## src/rtl/fu_issue_scoreboard.sv

```systemverilog
// Issue scoreboard for multicycle functional units: RAW/WAW/structural stall and write-back arbitration.
// Define FU_ARB_RR_EN for round-robin write-back arbitration; default is fixed priority (lowest index wins).
module fu_issue_scoreboard #(
    parameter int N_FU   = 7,
    parameter int REG_AW = 5
) (
    input  logic                      clk,
    input  logic                      reset_n,
    input  logic                      issue_valid,
    input  logic [N_FU-1:0]           issue_fu,
    input  logic                      issue_wr,
    input  logic                      issue_rd_fp,
    input  logic [REG_AW-1:0]         issue_rd,
    input  logic [REG_AW-1:0]         src_rs1,
    input  logic [REG_AW-1:0]         src_rs2,
    input  logic [REG_AW-1:0]         src_rs3,
    input  logic [2:0]                src_use,
    input  logic [2:0]                src_fp,
    input  logic [N_FU-1:0]           fu_busy,
    input  logic [N_FU-1:0]           fu_done,
    output logic                      issue_stall,
    output logic [N_FU-1:0]           wb_grant,
    output logic [N_FU-1:0]           fu_hold,
    output logic [REG_AW-1:0]         wb_rd,
    output logic                      wb_rd_fp,
    output logic                      wb_wr,
    output logic [$clog2(N_FU+1)-1:0] outstanding
);
    localparam int NREG = 1 << REG_AW;
    localparam int IW   = $clog2(N_FU);
    localparam int OW   = $clog2(N_FU + 1);

    logic [NREG-1:0]   busy_int_q, busy_int_d;
    logic [NREG-1:0]   busy_fp_q, busy_fp_d;
    logic [N_FU-1:0]   pending_q, pending_d;
    logic [REG_AW-1:0] slot_rd_q [N_FU];
    logic [N_FU-1:0]   slot_fp_q, slot_wr_q;
    logic [OW-1:0]     outstanding_q, outstanding_d;

    logic [N_FU-1:0]   req;
    logic              grant_any;
    logic [IW-1:0]     gidx;
    logic              raw_haz, waw_haz, struct_haz, accept;
    logic [REG_AW-1:0] src_idx [3];

    assign src_idx[0] = src_rs1;
    assign src_idx[1] = src_rs2;
    assign src_idx[2] = src_rs3;

    // Int x0 is hardwired, so it never participates in hazards.
    always_comb begin
        raw_haz = 1'b0;
        for (int s = 0; s < 3; s++) begin
            if (src_use[s]) begin
                if (src_fp[s]) raw_haz = raw_haz | busy_fp_q[src_idx[s]];
                else           raw_haz = raw_haz | (busy_int_q[src_idx[s]] & (src_idx[s] != '0));
            end
        end
    end

    assign waw_haz    = issue_wr & (issue_rd_fp ? busy_fp_q[issue_rd]
                                                : (busy_int_q[issue_rd] & (issue_rd != '0)));
    assign struct_haz = (|(issue_fu & fu_busy)) | (|(issue_fu & pending_q & ~wb_grant));
    assign issue_stall = issue_valid & (raw_haz | waw_haz | struct_haz);
    assign accept      = issue_valid & ~issue_stall;

    assign req = fu_done & pending_q;

`ifdef FU_ARB_RR_EN
    logic [IW-1:0] ptr_q, ptr_d;

    always_comb begin
        int idx;
        idx       = 0;
        grant_any = 1'b0;
        gidx      = '0;
        for (int i = 0; i < N_FU; i++) begin
            idx = int'(ptr_q) + i;
            if (idx >= N_FU) idx = idx - N_FU;
            if (!grant_any && req[idx]) begin
                grant_any = 1'b1;
                gidx      = IW'(idx);
            end
        end
        ptr_d = ptr_q;
        if (grant_any) ptr_d = (gidx == IW'(N_FU - 1)) ? '0 : gidx + 1'b1;
    end

    always_ff @(posedge clk or negedge reset_n) begin
        if (!reset_n) ptr_q <= '0;
        else          ptr_q <= ptr_d;
    end
`else
    always_comb begin
        grant_any = 1'b0;
        gidx      = '0;
        for (int i = N_FU - 1; i >= 0; i--) begin
            if (req[i]) begin
                grant_any = 1'b1;
                gidx      = IW'(i);
            end
        end
    end
`endif

    always_comb begin
        wb_grant = '0;
        if (grant_any) wb_grant[gidx] = 1'b1;
    end

    assign fu_hold     = req & ~wb_grant;
    assign wb_rd       = grant_any ? slot_rd_q[gidx] : '0;
    assign wb_rd_fp    = grant_any & slot_fp_q[gidx];
    assign wb_wr       = grant_any & slot_wr_q[gidx];
    assign outstanding = outstanding_q;

    // Grant clears first so a same-cycle set wins.
    always_comb begin
        busy_int_d = busy_int_q;
        busy_fp_d  = busy_fp_q;
        pending_d  = pending_q;
        if (grant_any) begin
            pending_d[gidx] = 1'b0;
            if (slot_wr_q[gidx]) begin
                if (slot_fp_q[gidx]) busy_fp_d[slot_rd_q[gidx]]  = 1'b0;
                else                 busy_int_d[slot_rd_q[gidx]] = 1'b0;
            end
        end
        if (accept) begin
            pending_d = pending_d | issue_fu;
            if (issue_wr) begin
                if (issue_rd_fp)             busy_fp_d[issue_rd]  = 1'b1;
                else if (issue_rd != '0)     busy_int_d[issue_rd] = 1'b1;
            end
        end
        outstanding_d = outstanding_q + OW'(accept) - OW'(grant_any);
    end

    always_ff @(posedge clk or negedge reset_n) begin
        if (!reset_n) begin
            busy_int_q    <= '0;
            busy_fp_q     <= '0;
            pending_q     <= '0;
            slot_fp_q     <= '0;
            slot_wr_q     <= '0;
            outstanding_q <= '0;
            for (int k = 0; k < N_FU; k++) slot_rd_q[k] <= '0;
        end else begin
            busy_int_q    <= busy_int_d;
            busy_fp_q     <= busy_fp_d;
            pending_q     <= pending_d;
            outstanding_q <= outstanding_d;
            for (int k = 0; k < N_FU; k++) begin
                if (accept && issue_fu[k]) begin
                    slot_rd_q[k] <= issue_rd;
                    slot_fp_q[k] <= issue_rd_fp;
                    slot_wr_q[k] <= issue_wr;
                end
            end
        end
    end
endmodule

```

## config.mk

```make
export PLATFORM = sky130hd
export DESIGN_NAME = fu_issue_scoreboard
export DESIGN_NICKNAME = d
export VERILOG_FILES = /design/src/rtl/fu_issue_scoreboard.sv
export SDC_FILE = /design/constraint.sdc
export NUM_CORES = 1
export LEC_CHECK = 0
export BUFFER_PORTS_ARGS = -buffer_cell sky130_fd_sc_hd__buf_4
export CAP_MARGIN = 20
export CELL_PAD_IN_SITES_DETAIL_PLACEMENT = 0
export CELL_PAD_IN_SITES_GLOBAL_PLACEMENT = 2
export CORE_UTILIZATION = 43
export DETAILED_ROUTE_END_ITERATION = 8
export PLACE_DENSITY = 0.93
export SLEW_MARGIN = 15
export SYNTH_ARGS = -nofsm -noshare
export SYNTH_HDL_FRONTEND = slang
export SYNTH_SLANG_ARGS = --single-unit
```

## constraint.sdc

```tcl
create_clock -name clk -period 10.5 [get_ports clk]
set_input_delay 0.525 -clock clk [delete_from_list [all_inputs] [get_ports clk]]
set_output_delay 0.525 -clock clk [all_outputs]
set_load 0.005 [all_outputs]
```

Yosys cells after proc, flatten, opt, wreduce, memory -nomap -nowiden
Cells that the tools add are included.

storage, ports and cells
  flip-flop bits (word level) = 123
  word-level logic and storage cells = 152
  input bits = 52

cells by class
  bitwise logic cells = 32
  add/subtract/negate cells = 2
  reductions and logical operators = 16
  multiplexer cells = 67
  $lt $le $gt $ge = 10

operators by type and width
  kind                                                                                  number
  32-bit 2-to-1 mux                                                                     13
  32-bit AND                                                                            2
  32-bit OR                                                                             2
  7-bit AND                                                                             6
  1-bit binary-select mux with 5-bit select                                             8
  32-bit inverter                                                                       1
  5-bit by 6-bit < comparator with 1-bit output (second input constant)                 5
  1-bit 2-to-1 mux                                                                      27
  3-bit 2-to-1 mux                                                                      7
  7-bit 2-to-1 mux                                                                      3
  5-bit nonzero test                                                                    4
  5-bit binary-select mux with 3-bit select                                             1
  5-bit 2-to-1 mux                                                                      3
  7-bit inverter                                                                        2
  7-bit OR reduction                                                                    2
  1-bit demux with 5-bit select                                                         2
  5-bit by 1-bit greater-or-equal comparator with 1-bit output (second input constant)  2
  1-bit logical AND                                                                     10
  1-bit AND                                                                             9
  1-bit OR                                                                              7
  7-bit OR                                                                              1
  1-bit binary-select mux with 3-bit select                                             2
  4-bit greater-or-equal comparator (second input constant)                             1
  3-bit by 4-bit < comparator with 1-bit output (second input constant)                 1
  other kinds (6)                                                                       6

Depth between registers and ports, before layout
Gate-level depths: netlist of the first run.

  word-level depth = 26
  mapped depth = 16
  mapped depth without buffers = 12

Least setup slack after synthesis of the first run
Ideal clock, no wire load.

  path kind = input to register
  from = in src_rs3[2]
  to = reg outstanding_q[2], in the netlist outstanding[2]
  library setup time = 123 ps
  required time = 10,377 ps
  slack = 6,396 ps
  arrival time = 3,982 ps
  stages on the path = 15
  cell sequence = clkbuf_1 clkbuf_1 mux4_2 mux2i_1 nor3_1 a2111oi_0 nand3_1 nor3_4 nand3_4 buf_6 ha_1 inv_1 ha_1 fa_1 xnor2_1

on the way
  longest elaborated chain between the ends = 13
  elaborated cells on any way between the ends = 17
  those cells by class = add/sub (2); mux (6); bitwise (8); reduce/logical (1)

RTL lines
  what                                           RTL line  RTL
  start, declared                                16        input logic [REG_AW-1:0] src_rs3,
  1-bit binary-select mux with 5-bit select      56        else raw_haz = raw_haz | (busy_int_q[src_idx[s]] & (src_idx[s] != '0));
  1-bit 2-to-1 mux (implied by the code)         56
  1-bit AND                                      56
  1-bit OR                                       56
  1-bit 2-to-1 mux *                             55        if (src_fp[s]) raw_haz = raw_haz | busy_fp_q[src_idx[s]];
  1-bit 2-to-1 mux *                             54        if (src_use[s]) begin
  1-bit OR * (2 in a row)                        64        assign issue_stall = issue_valid & (raw_haz | waw_haz | struct_haz);
  1-bit AND *                                    64
  1-bit inverter *                               65        assign accept = issue_valid & ~issue_stall;
  1-bit AND *                                    65
  3-bit by 1-bit adder with 3-bit output *       136       outstanding_d = outstanding_q + OW'(accept) - OW'(grant_any);
  3-bit by 1-bit subtractor with 3-bit output *  136
  named net outstanding_d[2]                     38        logic [OW-1:0] outstanding_q, outstanding_d;
  end signal, assigned                           152       outstanding_q <= outstanding_d;
  end, declared                                  38

The timed path passes the listed nets; every way through them passes the cells marked *. The select of a mux whose other input is x is not followed.
A chain may end at the register's enable or synchronous reset.

Worst setup path after layout of the first run
  from = reg pending_q[3]
  to = reg outstanding_q[2], in the netlist outstanding[2]

on the way
  longest elaborated chain between the ends = 20
  elaborated cells on any way between the ends = 26
  those cells by class = add/sub (2); order compare (2); mux (11); bitwise (9); reduce/logical (2)

RTL lines
  what                                                                                                                                                 RTL line  RTL
  start, declared                                                                                                                                      35        logic [N_FU-1:0] pending_q, pending_d;
  start signal, assigned                                                                                                                               151       pending_q <= pending_d;
  7-bit AND                                                                                                                                            67        assign req = fu_done & pending_q;
  3-bit 2-to-1 mux (4 in a row)                                                                                                                        98        if (req[i]) begin
  3-bit by 4-bit < comparator with 1-bit output (implied by the code) or 3-bit by 1-bit greater-or-equal comparator with 1-bit output (tied branches)  108       if (grant_any) wb_grant[gidx] = 1'b1;
  1-bit logical AND (implied by the code)                                                                                                              108
  1-bit 2-to-1 mux (implied by the code)                                                                                                               108
  1-bit demux with 3-bit select                                                                                                                        108
  7-bit 2-to-1 mux                                                                                                                                     108
  7-bit inverter                                                                                                                                       63        assign struct_haz = (|(issue_fu & fu_busy)) | (|(issue_fu & pending_q & ~wb_grant));
  [... 2 more ...]                                                                                                                                     n/a
  1-bit OR                                                                                                                                             63
  1-bit OR                                                                                                                                             64
  1-bit AND                                                                                                                                            64
  1-bit inverter                                                                                                                                       65
  1-bit AND                                                                                                                                            65
  3-bit by 1-bit adder with 3-bit output                                                                                                               136
  3-bit by 1-bit subtractor with 3-bit output *                                                                                                        136
  named net outstanding_d[2]                                                                                                                           38

The timed path passes the listed nets; every way through them passes the cells marked *.

==> results.md, run 1 <==
* Worst Skew at 0.0105 ns
* Clock Tree Buf Depth at 2
* Period minus WS final at 5.14 ns
* Cells after Synth at 786
* Met1 usage at 0.418
* Grt ovf at 0
* GR Layer Usage met2 at 0.430
* Setup TNS at 0 ns
* First-pass GRT wire length at 43200 µm
* HPWL Detailed at 19800 µm
* CTS tree: yes
* Max_cap viols at 0
* Core area at 19000 µm²
* Worst R2R Start: pending_q[3]
* Worst hold path type: in -> async
* Fillers at 1751
* Vias per inst at 6.94
* Hold Vio Cnt, Final at 0
* Post-Syn Nets at 841
* TritonRoute pass-1 iters at 9
* Setup bufs post-CTS at 0
* Lkg Pwr at 4.00 nW
* Die W at 142 µm
* Initial core utilization at 0.446
* Crit path cell chain: a22oi_1 > nand2_1 > o21ai_0 > nand3_1 > a311oi_2 > nand3_4 > ha_1 > inv_1 > ha_1 > fa_1 > xnor2_1
* Die height at 142 µm
* Initial antenna violation count at 0
* Clk sinks at 123
* Post-placement cell area at 9040 µm²
* Die footprint at 20300 µm²
* GRT Total Usage at 0.286
* Tcrit/Tclk final at 0.490
* Slowest Stage Delay on Critical Path at 0.86 ns
* Async SR Flop Fraction at 1.00
* Number of port buffers at 75
* Post-synth top area cell: dfrtp_1
* Syn Area/Cell at 10.8 µm²
* Most frequent CP cell: ha_1
* PD cells at 210 nW/µm²
* DRC viols at 0
* Status: completed
* Final Max Slew Viols at 0
* Crit path capture type: flop
* Diode count at 0
* Synth-to-layout area growth at 13.4%
* Largest net degree at the start of global routing at 90
* H-tree levels at 4
* Num rows at 50
* Most common cell in the netlist: o31ai_1
* Met3 usage in global routing at 0.0515
* Setup violators final at 0
* Synth Warn # at 0
* Post_cts resized at 0
* Skew-Pair Late Insertion Delay at 0.42 ns
* Clock-pin slew on the worst setup and hold paths at 0.06 ns
* Post-DRT Antenna Nets at 0
* Vias at 7555
* Flop-to-flop setup slack at 5.36 ns
* Busiest layer in global routing: met2
* DRT iter0 DRCs at 801
* CP max FO at 64
* CP Buf/Inv Count at 1
* Reg2reg end: outstanding[2]
* Post-synth top cells: o31ai_1 (127), dfrtp_1 (123), mux2_2 (72)
* Vias in the first global route at 7284
* Top cells by area, synth: dfrtp_1 (36%), o31ai_1 (11%), mux4_2 (11%)
* CP arrival at 5.49 ns
* Synth top area share at 0.363
* Hold buffer count at cts at 0
* Crit-path leading delay family: compound AO/OA/AOI/OAI gates
* Maximum vdd drop at 0.000266 V
* Clk root buf: clkbuf_16
* Num CTS Buffers at 17
* Synthesized area at 8470 µm²
* WS Path Type: reg -> reg
* GPL Wtd Cong at 0.997
* Layout cells sized above 1 at 0.297
* Slew @ Worst Pin at 1.06 ns
* Register area at 3080 µm²
* R2R cell count at 11
* Yosys cell types at 78
* EDFF count, synth at 0
* FF+latch count, synth at 123
* Slowest-stage cell, CP: a311oi_2
* Area of the multi-input gates at 5010 µm²
* DR WL/cell at 25.7 µm
* Pwr Total at 0.00202 W
* Ys flop type: dfrtp_1
* Finished Cell Area at 9610 µm²
* Io pins at 77
* Seq/Total Area, Yosys at 0.363
* Startpoint types: flop
* Post-Route WL at 28000 µm
* Net count, final at 870
* RSZ-0062 raised after global routing: false
* Worst endpoint required time at 10.84 ns
* Max_slew headroom at 0.296
* Fmax at 194 MHz
-- metrics by stage --
step	setup WS, ns	cells	util	hold WS (ns)
after floorplan	6.40	786	-	0.229
after global placement	5.42	1056	0.475	0.481
after detailed placement	5.24	1056	0.475	0.488
after CTS	5.43	1088	0.505	0.0514
after global routing	4.86	1088	0.505	0.0773
final	5.36	1088	0.505	0.0387
-- where the power goes --
part / switching, W / internal (W)
Clock: 0.000244 / 0.000317
Combinational: 0.000524 / 0.000264
Sequential: 0.0000790 / 0.000590
Total: 0.000847 / 0.00117
-- worst reg2reg max path: cells and delay by family (launching register included) --
kind	cells	cell delay, ns
AO/OA/AOI/OAI	3	2.05
XOR/XNOR	1	0.18
adder cells (fa/ha/maj)	3	1.19
buffers and inverters	1	0.05
flip-flops	1	0.42
AND/OR/NAND/NOR	3	1.19
-- sequential cells by signal, summed over array words and instances (netlist names) --
name / count
busy_fp_q: 32
pending_q: 7
slot_wr_q: 7
slot_fp_q: 7
outstanding: 3
busy_int_q: 32
slot_rd_q: 35
-- logic make-up after synthesis --
group           count (synthesis)  share of synthesized area
compound gates                250                      0.216
xor+xnor                        2                    0.00207
fa+ha+maj                       3                    0.00532
buf+inv                        82                     0.0467
flops                         123                      0.363
mux                           144                      0.243
other cells                     1                   0.000443
simple gates                  181                      0.123
-- routing by layer --
metal,part of all wire,vias up
met5,0,-
met4,0.020,0
met3,0.097,50
met2,0.45,481
met1,0.43,3819
li1,-,3205
-- layout by cell type (no fill, tap or decap), drive strengths merged, types with 4 or more instances in the layout --
cell     instances
nand4           14
and2             8
clkbuf          18
mux2            73
nor4             6
mux4            42
nand3           22
a21oi           15
mux2i           29
o211ai           9
or3              4
nor3             8
a221oi           7
o31ai          128
nand3b           7
clkinv           4
nor2            27
dfrtp          123
o22ai           10
nor2b           15
nand2b           7
nor3b            4
a211oi           5
inv             25
nand2           45
o21ai           30
a22oi            5
a22o             5
buf             76
o2111ai          4
-- worst max-delay path by stage --
stage                      to  depth (start not counted)  slack (ns)    startpoint
6_report       outstanding[2]                         11        5.36  pending_q[3]
5_1_grt        outstanding[2]                         11        4.86  pending_q[2]
4_1_cts        outstanding[2]                         11        5.43  pending_q[3]
3_5_place_dp   outstanding[2]                         12        5.24    fu_done[3]
3_3_place_gp   outstanding[2]                         12        5.42    fu_done[3]
2_1_floorplan  outstanding[2]                         15        6.40    src_rs3[2]
-- area by class of cell --
type | instances | area share
multi-input cells | 581 | 0.521
flip-flops and latches | 123 | 0.320
repair buffers | 76 | 0.0598
clock buffers | 18 | 0.0457
well taps | 260 | 0.0338
clock inverters | 14 | 0.0128
inverters | 16 | 0.00625
Power figures use the tool's default switching activity.
==> inputs of run 2 (changes only) <==
--- a/config.mk
+++ b/config.mk
@@ -9,9 +9,9 @@
 export CAP_MARGIN = 20
 export CELL_PAD_IN_SITES_DETAIL_PLACEMENT = 0
 export CELL_PAD_IN_SITES_GLOBAL_PLACEMENT = 2
-export CORE_UTILIZATION = 43
+export CORE_UTILIZATION = 36
 export DETAILED_ROUTE_END_ITERATION = 8
-export PLACE_DENSITY = 0.93
+export PLACE_DENSITY = 0.84
 export SLEW_MARGIN = 15
 export SYNTH_ARGS = -nofsm -noshare
 export SYNTH_HDL_FRONTEND = slang
==> constraint.sdc (replaced) <==
create_clock -name clk -period 4.1 [get_ports clk]
set_input_delay 0.205 -clock clk [delete_from_list [all_inputs] [get_ports clk]]
set_output_delay 0.205 -clock clk [all_outputs]
set_load 0.005 [all_outputs]
==> results.md, run 2 (same netlist as run 1, synthesis figures left out) <==
* Slowest Stage Delay on Critical Path at 0.61 ns (was 0.86 ns)
* Period minus WS final at 3.59 ns (was 5.14 ns)
* Post-Place Cells at 1129 (was 1056)
* Biggest regs: slot_rd_q (35), busy_fp_q (32), busy_int_q (32) (unchanged)
* Busiest layer in global routing: met2 (unchanged)
* Tcrit/Tclk final at 0.875 (was 0.490)
* Hold slack at 0.0996 ns (was 0.0387 ns)
* Clock Power Share at 0.284 (was 0.278)
* TritonRoute pass-1 iters at 5 (was 9)
* Diode count at 0 (unchanged)
* Maximum vdd drop at 0.000439 V (was 0.000266 V)
* Die W at 155 µm (was 142 µm)
* Sequential share of power at 0.323 (was 0.332)
* Die footprint at 24200 µm² (was 20300 µm²)
* Register area at 3080 µm² (unchanged)
* Num rows at 55 (was 50)
* Vias per inst at 6.38 (was 6.94)
* Max_cap viols at 0 (unchanged)
* Initial antenna violation count at 0 (unchanged)
* Skew-Pair Late Insertion Delay at 0.43 ns (was 0.42 ns)
* Commonest non-fill, non-tap cells in the layout: o31ai_1 (127), dfrtp_1 (123), buf_4 (96), mux2_2 (72), nand2_1 (45) (was o31ai_1 (127), dfrtp_1 (123), buf_4 (75), mux2_2 (72), nand2_1 (45))
* Core area at 22800 µm² (was 19000 µm²)
* Worst hold path stage count at 2
* PD cells at 539 nW/µm² (was 210 nW/µm²)
* Worst endpoint required time at 4.38 ns (was 10.84 ns)
* HPWL Detailed at 21100 µm (was 19800 µm)
* Fmax at 279 MHz (was 194 MHz)
* Layout cells sized above 1 at 0.310 (was 0.297)
* GR Layer Usage met2 at 0.379 (was 0.430)
* Startpoint types: flop (unchanged)
* Most flops, register: slot_rd_q (unchanged)
* Clock Tree Buf Depth at 2 (unchanged)
* DRC viols at 0 (unchanged)
* Post-DRT Antenna Nets at 0 (unchanged)
* Lkg Pwr at 4.10 nW (was 4.00 nW)
* GRT Total Usage at 0.253 (was 0.286)
* Num CTS Buffers at 17 (unchanged)
* First-pass GRT wire length at 45800 µm (was 43200 µm)
* Vias at 7416 (was 7555)
* Number of port buffers at 75 (unchanged)
* Clk root buf: clkbuf_16 (unchanged)
* Max FFs per register at 35 (unchanged)
* Hold_sp: issue_wr
* Met3 usage in global routing at 0.0521 (was 0.0515)
* Io pins at 77 (unchanged)
* Vias in the first global route at 7411 (was 7284)
* Final Max Slew Viols at 0 (unchanged)
* GPL Wtd Cong at 0.897 (was 0.997)
* H-tree levels at 4 (unchanged)
* Slew @ Worst Pin at 0.993 ns (was 1.06 ns)
* RSZ-0062 raised after global routing: false (unchanged)
* Fillers at 2215 (was 1751)
* Final Non-Filler Cells at 1162 (was 1088)
* Worst R2R Start: pending_q[1] (was pending_q[3])
* Largest net degree at the start of global routing at 64 (was 90)
* Hold Vio Cnt, Final at 0 (unchanged)
* CP startpoint: pending_q[1] (was pending_q[3])
* Sw Share at 0.420 (about the same)
* Setup TNS at 0 ns (unchanged)
* CTS tree: yes (unchanged)
* Crit path cell chain: a22oi_1 > buf_4 > nand3_1 > o21a_1 > o21ai_0 > a221o_1 > nand3_1 > o31ai_1 > o31ai_1 (was a22oi_1 > nand2_1 > o21ai_0 > nand3_1 > a311oi_2 > nand3_4 > ha_1 > inv_1 > ha_1 > fa_1 > xnor2_1)
* NetSw at 0.00223 W (was 0.000847 W)
* Worst Skew at 0.0193 ns (was 0.0105 ns)
* Pwr Total at 0.00531 W (was 0.00202 W)
* Setup violators final at 0 (unchanged)
* Post-Route WL at 29500 µm (was 28000 µm)
* Status: completed (unchanged)
* Clk sinks at 123 (unchanged)
* DRT iter0 DRCs at 975 (was 801)
* DR WL/cell at 25.4 µm (was 25.7 µm)
* Met1 usage at 0.368 (was 0.418)
* Flop-to-flop setup slack at 0.51 ns (was 5.36 ns)
* Crit path to: busy_fp_q[28] (was outstanding[2])
* Worst hold path type: in -> reg (was in -> async)
* Area of the multi-input gates at 5000 µm² (was 5010 µm²)
* WS Path Type: reg -> reg (unchanged)
* CP max FO at 16 (was 64)
* Synth-to-layout area growth at 16.2% (was 13.4%)
* Grt ovf at 0 (unchanged)
* Crit path capture type: flop (unchanged)
* Part of the power in combinational logic at 0.393 (was 0.390)
* P_int at 0.00308 W (was 0.00117 W)
* CP arrival at 3.87 ns (was 5.49 ns)
* Initial core utilization at 0.371 (was 0.446)
* Commonest non-fill, non-tap cell in the layout: o31ai_1 (unchanged)
* Clock-pin slew on the worst setup and hold paths at 0.07 ns (was 0.06 ns)
* Slowest-stage cell, CP: nand3_1 (was a311oi_2)
* Net count, final at 891 (was 870)
* Reg2reg end: busy_fp_q[28] (was outstanding[2])
* Max_slew headroom at 0.335 (was 0.296)
* R2R cell count at 9 (was 11)
* Die height at 155 µm (was 142 µm)
-- run 2: cell types whose count changed in the layout (fill, tap and decap cells not counted), moves of 2 or more --
cell,before,now
buf_4,75,96
clkinv_4,3,1
inv_6,7,2
inv_8,2,10
o21ai_1,0,2
o21ai_2,2,0
-- run 2: critical path: cells and delay by family (launching register included) --
kind                   cells  cell delay (ns)
AOI/OAI and AO/OA          6             1.82
and+or+nand+nor            2             0.93
DFF                        1             0.44
buffers and inverters      1             0.25
-- run 2: final cells by class --
cell class | instances | area share
clock inverters | 15 | 0.0165
clock buffers | 17 | 0.0432
repair buffers | 97 | 0.0742
inverters | 16 | 0.00610
flip-flops and latches | 123 | 0.313
well taps | 313 | 0.0398
multi-input cells | 581 | 0.508
-- run 2: how the worst min path moves through the flow --
stage               endpoint  slack [ns]
2_1_floorplan   busy_fp_q[0]       -0.09
3_3_place_gp   busy_fp_q[22]        0.34
3_5_place_dp   busy_fp_q[22]        0.35
4_1_cts         slot_wr_q[4]         0.1
5_1_grt         slot_wr_q[5]        0.11
6_report        slot_wr_q[4]         0.1
-- run 2: per-stage QoR --
step / area, µm² / setup WS [ns] / utilization
floorplan: 8470 / 0.316 / -
global placement: 9250 / 0.497 / 0.405
detailed placement: 9250 / 0.452 / 0.405
CTS: 9850 / 0.556 / 0.431
global route: 9850 / 0.314 / 0.431
finish: 9850 / 0.512 / 0.431
-- run 2: what timing repair did --
action	in CTS	in global routing
gates resized for setup	0	0
hold endpoints to repair	61	0
endpoints found under the setup margin	0	0
hold buffers	1	0
buffers inserted	0	0
-- run 2: layer usage --
layer / vias up / wire (µm)
li1: 3262 / -
met1: 3785 / 13500
met2: 338 / 13200
met3: 31 / 2360
met4: 0 / 455
met5: - / 0
-- run 2: power by group through the flow --
stage          sequential (W)  clock, W  combinational, W
2_1_floorplan         0.00166         0           0.00129
3_3_place_gp          0.00172         0           0.00205
3_5_place_dp          0.00173         0           0.00206
4_1_cts               0.00171   0.00151           0.00207
5_1_grt               0.00175   0.00157           0.00225
6_report              0.00171   0.00151           0.00209
==> inputs of run 3 (changes only) <==
--- a/config.mk
+++ b/config.mk
@@ -11,6 +11,7 @@
 export CELL_PAD_IN_SITES_GLOBAL_PLACEMENT = 2
 export CORE_UTILIZATION = 36
 export DETAILED_ROUTE_END_ITERATION = 8
+export GPL_TIMING_DRIVEN = 0
 export PLACE_DENSITY = 0.84
 export SLEW_MARGIN = 15
 export SYNTH_ARGS = -nofsm -noshare
==> results.md, run 3 (same netlist as run 1, synthesis figures left out) <==
* Vias per inst at 6.36 (was 6.38)
* Largest net degree at the start of global routing at 68 (was 64)
* Reg2reg end: busy_int_q[26] (was busy_fp_q[28])
* Die W at 155 µm (unchanged)
* Max FFs per register at 35 (unchanged)
* Part of the power in combinational logic at 0.396 (was 0.393)
* PD cells at 529 nW/µm² (was 539 nW/µm²)
* Fmax at 251 MHz (was 279 MHz)
* Diode count at 0 (unchanged)
* Sw Share at 0.417 (was 0.420)
* Sequential share of power at 0.322 (was 0.323)
* CTS tree: yes (unchanged)
* Layout cells sized above 1 at 0.296 (was 0.310)
* Clock Power Share at 0.282 (was 0.284)
* GPL Wtd Cong at 0.886 (was 0.897)
* Num rows at 55 (unchanged)
* CP max FO at 10 (was 16)
* Worst endpoint required time at 4.43 ns (was 4.38 ns)
* Status: completed (unchanged)
* Flop-to-flop setup slack at 0.12 ns (was 0.51 ns)
* Most frequent CP cell: clkbuf_1
* DRC viols at 0 (unchanged)
* CP Buf/Inv Count at 3 (was 1)
* Die footprint at 24200 µm² (unchanged)
* Final Max Slew Viols at 0 (unchanged)
* Crit path to: busy_int_q[26] (was busy_fp_q[28])
* Initial antenna violation count at 0 (unchanged)
* First-pass GRT wire length at 46900 µm (was 45800 µm)
* Final Util at 0.440 (was 0.431)
* Slowest Stage Delay on Critical Path at 0.62 ns (was 0.61 ns)
* Max_cap viols at 0 (unchanged)
* Vias in the first global route at 7551 (was 7411)
* Setup violators final at 0 (unchanged)
* TritonRoute pass-1 iters at 5 (unchanged)
* Worst hold path type: in -> reg (unchanged)
* Max_slew headroom at 0.318 (was 0.335)
* Post-Place Cells at 1164 (was 1129)
* Num CTS Buffers at 17 (unchanged)
* Net count, final at 934 (was 891)
* Crit-path leading delay family: compound AO/OA/AOI/OAI gates (unchanged)
* Vias at 7665 (was 7416)
* CP arrival at 4.31 ns (was 3.87 ns)
* Clock Tree Buf Depth at 2 (unchanged)
* Period minus WS final at 3.98 ns (was 3.59 ns)
* Crit path cell chain: a22oi_1 > clkbuf_1 > o21ai_0 > nand3_1 > inv_1 > o2bb2ai_1 > o21ai_1 > clkbuf_1 > o31ai_1 > o31ai_2 (was a22oi_1 > buf_4 > nand3_1 > o21a_1 > o21ai_0 > a221o_1 > nand3_1 > o31ai_1 > o31ai_1)
* Synth-to-layout area growth at 18.7% (was 16.2%)
* Setup TNS at 0 ns (unchanged)
* Finished Cell Area at 10100 µm² (was 9850 µm²)
* CP startpoint: pending_q[1] (unchanged)
* HPWL Detailed at 22700 µm (was 21100 µm)
* Hold slack at 0.0744 ns (was 0.0996 ns)
* Skew-Pair Late Insertion Delay at 0.44 ns (was 0.43 ns)
* H-tree levels at 4 (unchanged)
* Initial core utilization at 0.371 (unchanged)
* DR WL/cell at 25.4 µm (about the same)
* Biggest regs: slot_rd_q (35), busy_fp_q (32), busy_int_q (32) (unchanged)
* Post-Route WL at 30600 µm (was 29500 µm)
* DRT iter0 DRCs at 594 (was 975)
* Startpoint types: flop (unchanged)
* Worst R2R Start: pending_q[1] (unchanged)
* Slew @ Worst Pin at 1.02 ns (was 0.993 ns)
* Hold Vio Cnt, Final at 0 (unchanged)
* P_int at 0.00310 W (was 0.00308 W)
* Most flops, register: slot_rd_q (unchanged)
* Clock-pin slew on the worst setup and hold paths at 0.06 ns (was 0.07 ns)
* Commonest non-fill, non-tap cells in the layout: o31ai_1 (127), dfrtp_1 (123), buf_4 (75), mux2_2 (72), nand2_1 (45) (was o31ai_1 (127), dfrtp_1 (123), buf_4 (96), mux2_2 (72), nand2_1 (45))
* Tcrit/Tclk final at 0.970 (was 0.875)
* Final Non-Filler Cells at 1205 (was 1162)
* Lkg Pwr at 4.17 nW (was 4.10 nW)
* Maximum vdd drop at 0.000293 V (was 0.000439 V)
* R2R cell count at 10 (was 9)
* Io pins at 77 (unchanged)
* Slowest-stage cell, CP: o21ai_1 (was nand3_1)
* Post-DRT Antenna Nets at 0 (unchanged)
* Core area at 22800 µm² (unchanged)
* GRT Total Usage at 0.262 (was 0.253)
* Crit path capture type: flop (unchanged)
* Die height at 155 µm (unchanged)
* Worst Skew at 0.0109 ns (was 0.0193 ns)
* Commonest non-fill, non-tap cell in the layout: o31ai_1 (unchanged)
* WS Path Type: reg -> reg (unchanged)
* RSZ-0062 raised after global routing: true (was false)
* Clk sinks at 123 (unchanged)
* Grt ovf at 0 (unchanged)
* NetSw at 0.00222 W (was 0.00223 W)
* Crit path depth at 10 (was 9)
* Clk root buf: clkbuf_16 (unchanged)
* Number of port buffers at 64 (was 75)
* Post-placement cell area at 9380 µm² (was 9250 µm²)
[run 3: cell count changes in the layout (fill, tap and decap cells not counted), sizes merged]
cell	delta
clkinvlp	-1
buf	+4
clkinv	+2
clkbuf	+39
inv	-2
bufinv	+1
[run 3: power groups by stage]
stage | Sequential (W) | Clock, W | Combinational, W
3_5_place_dp | 0.00173 | 0 | 0.00204
6_report | 0.00171 | 0.00150 | 0.00210
5_1_grt | 0.00175 | 0.00157 | 0.00226
2_1_floorplan | 0.00166 | 0 | 0.00129
4_1_cts | 0.00171 | 0.00151 | 0.00207
3_3_place_gp | 0.00171 | 0 | 0.00201
[run 3: area by class of cell]
type                       instances  area, µm²
inverter                          16       60.1
tap                              313        392
clock inverter                    15        150
clock buffer                      17        425
timing repair buffer              74        582
sequential                       123       3080
buffer                            66        335
multi-input combinational        581       5030
fill                            2226      12800
[run 3: repair_timing]
item / CTS / global route
gates resized for setup: 4 / 0
endpoints found under the hold margin: 56 / 0
gates cloned: 0 / 0
buffers inserted: 2 / 6
hold buffers: 1 / 0
pin swaps: 4 / 4
setup endpoints to repair: 18 / 7
[run 3: routing by layer]
metal | wire length [µm] | track usage | up-vias
met3 | 2240 | 0.0393 | 70
li1 | - | - | 3333
met5 | 0 | 0 | -
met2 | 13700 | 0.394 | 385
met4 | 1140 | 0.112 | 0
met1 | 13500 | 0.376 | 3877
[run 3: how the worst min path moves through the flow]
stage                     slack, ns              to         start  cells after the start
final                          0.07    pending_q[0]    fu_done[0]                      3
after global routing            0.1    pending_q[0]    fu_done[0]                      3
after CTS                      0.07    pending_q[0]    fu_done[0]                      3
after detailed placement       0.23  busy_int_q[19]       reset_n                      1
after global placement         0.48    slot_rd_q[2]  slot_rd_q[2]                      1
after floorplan               -0.09    busy_fp_q[0]       reset_n                      0
[run 3: worst min-delay path: cells and delay by family]
kind	cells	cell delay, ns
buffers and inverters	1	0.10
and+or+nand+nor	2	0.17
[run 3: metrics by stage]
step	setup WS (ns)	total power, W
after floorplan	0.316	0.00295
after global placement	-0.686	0.00373
after detailed placement	-0.713	0.00376
after CTS	0.0416	0.00528
after global routing	-0.0323	0.00557
final	0.123	0.00531
